[config.mk]
export PLATFORM = sky130hd
export DESIGN_NAME = ahblite_keypad
export DESIGN_NICKNAME = d
export VERILOG_FILES = /design/src/rtl/ahblite_keypad.sv
export SDC_FILE = /design/constraint.sdc
export NUM_CORES = 1
export LEC_CHECK = 0
export CAP_MARGIN = 15
export CORE_MARGIN = 2
export CORE_UTILIZATION = 42
export DETAILED_ROUTE_END_ITERATION = 7
export PLACE_DENSITY = 0.83
export REMOVE_ABC_BUFFERS = 1
export SYNTH_ARGS = -nofsm -noshare
export SYNTH_HDL_FRONTEND = slang
export SYNTH_SLANG_ARGS = --single-unit
[constraint.sdc]
create_clock -name HCLK -period 3.74 [get_ports HCLK]
set_clock_uncertainty 0.1 [all_clocks]
set_input_delay 1.122 -clock HCLK [delete_from_list [all_inputs] [get_ports HCLK]]
set_output_delay 1.122 -clock HCLK [all_outputs]
set_load 0.02 [all_outputs]
[src/rtl/ahblite_keypad.sv]
// rtl/ahblite_keypad.sv - AHB-Lite 4x4 keypad scanner with debounce and last-key register
module ahblite_keypad #(
  parameter int SCAN_DIV = 1000,
  parameter int DEBOUNCE = 4
) (
  input  logic        HCLK,
  input  logic        HRESET,
  input  logic        HSEL,
  input  logic [31:0] HADDR,
  input  logic [1:0]  HTRANS,
  input  logic        HWRITE,
  input  logic [2:0]  HSIZE,
  input  logic [31:0] HWDATA,
  input  logic        HREADY,
  output logic        HREADYOUT,
  output logic        HRESP,
  output logic [31:0] HRDATA,
  output logic [3:0]  key_col,
  input  logic [3:0]  key_row,
  output logic        key_irq
);
  localparam int DW = (SCAN_DIV > 1) ? $clog2(SCAN_DIV) : 1;
  localparam logic [DW-1:0] DIV_LAST = DW'(SCAN_DIV - 1);
  localparam logic [3:0] DEB = 4'(DEBOUNCE);
  localparam logic [4:0] NONE = 5'h10;

  typedef enum logic {IDLE, PRESSED} state_t;

  logic [3:0]    row_meta, row_sync;
  logic [DW-1:0] div_cnt;
  logic [1:0]    col_idx;
  logic [4:0]    col_code, frame_acc, frame_res, cand;
  logic [3:0]    cnt, cnt_upd;
  logic          tick, frame_end, capture;
  state_t        state, state_nxt;
  logic          dp_we, dp_rd, bus_cap, clr;
  logic [1:0]    dp_sel;
  logic [3:0]    code;
  logic          valid, overrun;
  logic          unused_ok;

  assign HREADYOUT = 1'b1;
  assign HRESP     = 1'b0;
  assign unused_ok = ^{HSIZE, HWDATA, HADDR[31:4], HADDR[1:0]};

  assign bus_cap = HSEL & HTRANS[1] & HREADY;
  assign clr     = dp_we && (dp_sel == 2'd1);

  always_ff @(posedge HCLK) begin
    if (HRESET) begin
      dp_we  <= 1'b0;
      dp_rd  <= 1'b0;
      dp_sel <= 2'd0;
    end else begin
      dp_we  <= bus_cap & HWRITE;
      dp_rd  <= bus_cap & ~HWRITE;
      dp_sel <= bus_cap ? HADDR[3:2] : 2'd0;
    end
  end

  assign HRDATA  = (dp_rd && dp_sel == 2'd0) ? {26'd0, overrun, valid, code} : 32'd0;
  assign key_irq = valid;

  always_ff @(posedge HCLK) begin
    if (HRESET) begin
      row_meta <= 4'hF;
      row_sync <= 4'hF;
    end else begin
      row_meta <= key_row;
      row_sync <= row_meta;
    end
  end

  assign key_col   = ~(4'b0001 << col_idx);
  assign tick      = (div_cnt == DIV_LAST);
  assign frame_end = tick && (col_idx == 2'd3);

  // Lowest pressed row in the driven column gives the lowest code for that column.
  always_comb begin
    col_code = NONE;
    for (int r = 3; r >= 0; r--) begin
      if (!row_sync[r]) col_code = {1'b0, 2'(r), col_idx};
    end
  end

  assign frame_res = (col_code < frame_acc) ? col_code : frame_acc;

  always_ff @(posedge HCLK) begin
    if (HRESET) begin
      div_cnt   <= '0;
      col_idx   <= 2'd0;
      frame_acc <= NONE;
    end else if (tick) begin
      div_cnt   <= '0;
      col_idx   <= col_idx + 2'd1;
      frame_acc <= (col_idx == 2'd0) ? col_code : frame_res;
    end else begin
      div_cnt <= div_cnt + 1'b1;
    end
  end

  assign cnt_upd = (frame_res != cand) ? 4'd1 : ((cnt >= DEB) ? DEB : cnt + 4'd1);

  always_ff @(posedge HCLK) begin
    if (HRESET) begin
      cand <= NONE;
      cnt  <= 4'd0;
    end else if (frame_end) begin
      cand <= frame_res;
      cnt  <= cnt_upd;
    end
  end

  always_ff @(posedge HCLK) begin
    if (HRESET) state <= IDLE;
    else        state <= state_nxt;
  end

  always_comb begin
    state_nxt = state;
    if (frame_end && cnt_upd == DEB) begin
      case (state)
        IDLE:    if (frame_res != NONE) state_nxt = PRESSED;
        PRESSED: if (frame_res == NONE) state_nxt = IDLE;
        default: state_nxt = IDLE;
      endcase
    end
  end

  always_comb begin
    capture = (state == IDLE) && (state_nxt == PRESSED);
  end

  // A capture coinciding with a clear keeps the new key but drops the overrun.
  always_ff @(posedge HCLK) begin
    if (HRESET) begin
      code    <= 4'd0;
      valid   <= 1'b0;
      overrun <= 1'b0;
    end else if (capture) begin
      code    <= frame_res[3:0];
      valid   <= 1'b1;
      overrun <= clr ? 1'b0 : (overrun | valid);
    end else if (clr) begin
      valid   <= 1'b0;
      overrun <= 1'b0;
    end
  end
endmodule

# Word-level counts from Yosys, hierarchy flattened

Index checks and enable logic that the tools add are counted.

Memories: 0
Memory bits (writable): 0
Bits in registers: 45
Latch bits: 0
Output and inout bits: 39
Input bits: 78
ROM bits: 0
Logic and storage cells: 63

Reductions and logical operators: 10
Order comparisons: 2
Bitwise gates (word level): 9
Equal/unequal tests: 7
Add/subtract/negate cells: 3
Multipliers: 0
Multiplexer cells: 17
Divide/modulo/power cells: 0
Shifts and indexed selects: 1

Operators by type and width:

| operator                | number |
|---|---|
| $mux W5                 | 6 |
| $add A10 B1 Y10 const B | 1 |
| $eq A10 B10 Y1 const B  | 1 |
| $mux W4                 | 2 |
| $mux W1                 | 7 |
| $mux W6                 | 1 |
| $eq A5 B5 Y1 const B    | 1 |
| $logic_and A1 B1 Y1     | 5 |
| $lt A5 B5 Y1            | 1 |
| $ne A5 B5 Y1            | 1 |
| $ne A5 B5 Y1 const B    | 1 |
| $add A4 B1 Y4 const B   | 1 |
| $and A1 B1 Y1           | 4 |
| $eq A4 B3 Y1 const B    | 1 |
| $ge A4 B3 Y1 const B    | 1 |
| $logic_not A2 Y1        | 2 |
| $not A4 Y4              | 1 |
| $reduce_or A2 Y1        | 2 |
| $shl A1 B2 Y4 const A   | 1 |
| $not A1 Y1              | 3 |
| $add A2 B1 Y2 const B   | 1 |
| $eq A2 B1 Y1 const B    | 1 |
| $eq A2 B2 Y1 const B    | 1 |
| $pmux W1 S2             | 1 |
| other kinds (2)         | 2 |

# Longest topological paths before layout

Word-level depth: 13
Depth in mapped cells: 12
Mapped depth without buffers: 11

# Worst setup path after synthesis

Ideal clock, no wire load.

Path kind: register to register
Start point: register row_sync[3]
End point: register code[1]
Setup slack: 1.098 ns
Cell stages (with the launch flop): 12
Data required time: 3.506 ns
Arrival: 2.408 ns
Setup time: 0.134 ns
Path buffers: 1
Cells stage by stage: dfxtp_1 -> nand2b_1 -> a21boi_0 -> ha_1 -> nand4_1 -> and3_1 -> a21oi_1 -> or3_1 -> and3_1 -> clkbuf_2 -> a31oi_1 -> a211oi_2

Longest elaborated chain between the ends: 12
Elaborated cells between the ends (all ways): 17
Those cells by class: order compare: 1; eq/ne: 4; mux: 10; reduce/logical: 2

RTL lines:

| item                      | line | source |
|---|---|---|
| from (decl)               | 29   | `logic [3:0] row_meta, row_sync;` |
| from (signal assigned)    | 70   | `row_sync <= row_meta;` |
| $mux W5 (*) (4 in series) | 82   | `if (!row_sync[r]) col_code = {1'b0, 2'(r), col_idx};` |
| $lt A5 B5 Y1              | 86   | `assign frame_res = (col_code < frame_acc) ? col_code : frame_acc;` |
| $mux W5 (*)               | 86   |  |
| $ne A5 B5 Y1              | 102  | `assign cnt_upd = (frame_res != cand) ? 4'd1 : ((cnt >= DEB) ? DEB : cnt + 4'd1);` |
| $mux W4                   | 102  |  |
| $eq A4 B3 Y1              | 121  | `if (frame_end && cnt_upd == DEB) begin` |
| $logic_and A1 B1 Y1       | 121  |  |
| $mux W1                   | 121  |  |
| $logic_and A1 B1 Y1       | 131  | `capture = (state == IDLE) && (state_nxt == PRESSED);` |
| to (signal assigned)      | 141  | `code <= frame_res[3:0];` |
| to (decl)                 | 38   | `logic [3:0] code;` |

Every way passes the cells marked *; elsewhere a longest branch is shown, timed or not.
A chain may end at the register's enable or synchronous reset.

# Final worst setup path

Start point: register row_sync[2]
End point: register overrun

Longest elaborated chain between the ends: 12
Elaborated cells between the ends (all ways): 18
Those cells by class: order compare: 1; eq/ne: 4; mux: 10; reduce/logical: 3

RTL lines:

| item                                          | line | source |
|---|---|---|
| $mux W5 (*) (3 in series)                     | 82   |  |
| $lt A5 B5 Y1                                  | 86   |  |
| $mux W5 (*)                                   | 86   |  |
| $ne A5 B5 Y1                                  | 102  |  |
| $mux W4                                       | 102  |  |
| $eq A4 B3 Y1                                  | 121  |  |
| $logic_and A1 B1 Y1                           | 121  |  |
| $mux W1 (*)                                   | 121  |  |
| $logic_and A1 B1 Y1 (*)                       | 131  |  |
| $mux W1 or $reduce_bool A2 Y1 (tied branches) | n/a  |  |
| to (signal assigned)                          | 143  | `overrun <= clr ? 1'b0 : (overrun \| valid);` |
| to (decl)                                     | 39   | `logic valid, overrun;` |

Marks and branches as above.

==> flow_summary.json <==
{
  "ys_async_sr_fraction": 0,
  "mostFrequentLayoutCells": "dfxtp_1, nor2_1, conb_1",
  "ys_types": 58,
  "placed_cell_area_um2": 2730,
  "status": "finished, final reports clean",
  "seq_area_um2": 901,
  "slew_headroom": 0.559,
  "ys_ff_latch": 45,
  "hold_buffers": 0,
  "final.setup.tns_ns": 0,
  "r2r_slack_ns": 0.65,
  "report.final.slew_viol_count": 0,
  "final_common_cell": "dfxtp_1",
  "cts_resized": 0,
  "setup_viol": 0,
  "die_h_um": 82.2,
  "worstHoldStart": "row_meta[0]",
  "crit_type": "register to register",
  "wl_per_cell_um": 11.7,
  "min_period_ns": 3.09,
  "drt-initial-drc-count": 136,
  "vias_per_cell": 4.98,
  "diodes": 0,
  "std_cell_rows": 28,
  "hold_ws_ns": 0.312,
  "fillCellCount": 570,
  "whs_path_depth": 1,
  "rsz0062_at_grt": "false",
  "syn-cell-area_um2": 2570,
  "finalNetCount": 399,
  "clk_pin_slew_worst_paths_ns": 0.08,
  "rr_worst_depth": 10,
  "maxCapViolations": 0,
  "yosysSeqAreaShare": 0.351,
  "ios": 117,
  "chipWidth_um": 82.2,
  "numCtsBuffers": 5,
  "fin_cells": 387,
  "dr_wl_met2_mm": 2.22,
  "worst_ep_required_time_ns": 3.86,
  "first_pass_iters": 4,
  "synth-main-ff-cell": "dfxtp_1",
  "overflow": 0,
  "leakagePower_nw": 1.09,
  "grt_pass1_wl_mm": 8.08,
  "placedCellCount": 379,
  "hold_viol": 0,
  "port-buffer-count": 22,
  "end_kind": "register",
  "yosysWarnings": 0,
  "synth_edf_count": 0,
  "antenna_found_initial": 0,
  "hp-class": "register to register",
  "track_usage": 0.151,
  "grt_pass1_vias": 1829,
  "reg2reg_from": "row_sync[2]",
  "fmax_mhz": 323,
  "route.vias.total": 1928,
  "drc_errors": 0,
  "clk_latency_ns": 0.30,
  "met1_length_mm": 2.10,
  "drt-total-wl_mm": 4.53,
  "drtAntennaViolNets": 0,
  "die_area_um2": 6760,
  "cp_max_fo": 10,
  "design.core.area_um2": 5920,
  "tightest_slew_ns": 0.659,
  "startpoint_type": "register",
  "hpwl_mm": 3.44,
  "multi_input_area_um2": 1440,
  "drive_above_1_share": 0.109,
  "highest_layer": "met4",
  "syn_inst": 292,
  "ir_drop_v": 0.000168,
  "min_period_over_period": 0.827,
  "cts.sinks": 45,
  "route.met3.wl_um": 170,
  "root_buffer": "clkbuf_8",
  "grt_max_degree": 21,
  "fin_area_um2": 2840,
  "synth_area_per_cell_um2": 8.80,
  "cp.arrival_ns": 3.22,
  "clockBufferDepth": 2,
  "htree_levels": 2,
  "routabilityCongestion": 0.892,
  "cts_setup_buffers": 0,
  "p_per_area_nw_per_um2": 356,
  "holdPathEnd": "row_sync[0]",
  "area_growth_pct": 10.5,
  "timing.rr.end": "overrun",
  "start_util": 0.434,
  "cts_tree": "built"
}
-- worst max-delay path, stage by stage, from the launching register on --
cell and delay (ns):
dfxtp_1 0.43, nand2b_1 0.10, a21boi_0 0.40, ha_1 0.35, nand4_1 0.12, and3_1 0.28, o21ai_0 0.20, a32oi_1 0.27
and3_1 0.41, nand4_2 0.15, a211oi_2 0.22
-- final cells by class --
class | instances | share of cell area
timing repair buffer | 23 | 0.0802
tap | 75 | 0.0331
inverter | 16 | 0.0220
clock buffer | 6 | 0.0256
multi-input combinational | 220 | 0.508
clock inverter | 2 | 0.0137
sequential | 45 | 0.317
-- Yosys cell counts, types with 2 or more instances --
library cell,instances,area [um2]
nand4_1,4,25.0
a211o_1,3,26.3
mux2i_1,2,20.0
buf_4,28,210
or2_2,9,56.3
and3_1,5,31.3
ha_1,10,125
and2_1,13,81.3
clkbuf_1,5,18.8
conb_1,2,7.51
xor2_1,3,26.3
o21ai_0,7,35.0
inv_1,15,56.3
a211oi_1,2,15.0
nor4_1,2,12.5
nand2_1,13,48.8
o32ai_1,2,17.5
nor2_1,34,128
a211oi_2,2,25.0
a311oi_1,2,17.5
and4b_1,2,20.0
nor2b_1,2,12.5
nand4_2,3,37.5
a21oi_1,13,65.1
dfxtp_1,45,901
buf_6,2,22.5
clkbuf_2,2,10.0
nor3_1,9,45.0
xnor2_1,9,78.8
nand3_1,10,50.1
a31oi_1,3,18.8
nor3b_1,3,22.5
-- logic make-up after synthesis --
logic type	after synthesis	synth area share
buffers and inverters	53	0.126
and+or+nand+nor	117	0.262
DFF	45	0.351
adders and majority gates	10	0.0487
AOI/OAI and AO/OA	51	0.161
xor gates and xnor gates	12	0.0409
other	2	0.00292
muxes	2	0.00779
-- power breakdown --
group | switching (W) | leakage (nW) | internal [W]
sequential | 0.00000523 | 0.365 | 0.000486
combinational | 0.0000963 | 0.668 | 0.0000563
clock | 0.000165 | 0.0554 | 0.000201
-- registers in the layout, summed over array words and instances, names as in the netlist --
signal	flops
row_sync	4
row_meta	4
cnt	4
dp_rd	1
key_irq	1
div_cnt	10
dp_sel	2
dp_we	1
col_idx	2
state	1
code	4
cand	5
frame_acc	5
overrun	1
-- per-layer routing --
layer | vias up | GRT usage
met2 | 39 | 0.260
met3 | 7 | 0.0315
met5 | - | 0
met1 | 891 | 0.188
met4 | 0 | 0.0517
li1 | 991 | -
-- metrics by stage --
| step | total power (W) | utilization | setup WS, ns |
|---|---|---|---|
| after floorplan | 0.000619 | - | 1.14 |
| after global placement | 0.000652 | 0.460 | 0.747 |
| after detailed placement | 0.000654 | 0.460 | 0.644 |
| after CTS | 0.00102 | 0.479 | 0.621 |
| after global routing | 0.00106 | 0.479 | 0.347 |
| final | 0.00101 | 0.479 | 0.647 |
-- how the worst max path moves through the flow --
stage | from | to | cells past startpoint | slack [ns]
finish | row_sync[2] | overrun | 10 | 0.65
global route | row_sync[2] | code[3] | 10 | 0.35
CTS | row_sync[2] | overrun | 10 | 0.62
detailed placement | row_sync[2] | overrun | 10 | 0.64
global placement | row_sync[2] | overrun | 10 | 0.75
floorplan | row_sync[0] | code[1] | 11 | 1.14
Power figures use the tool's default switching activity.
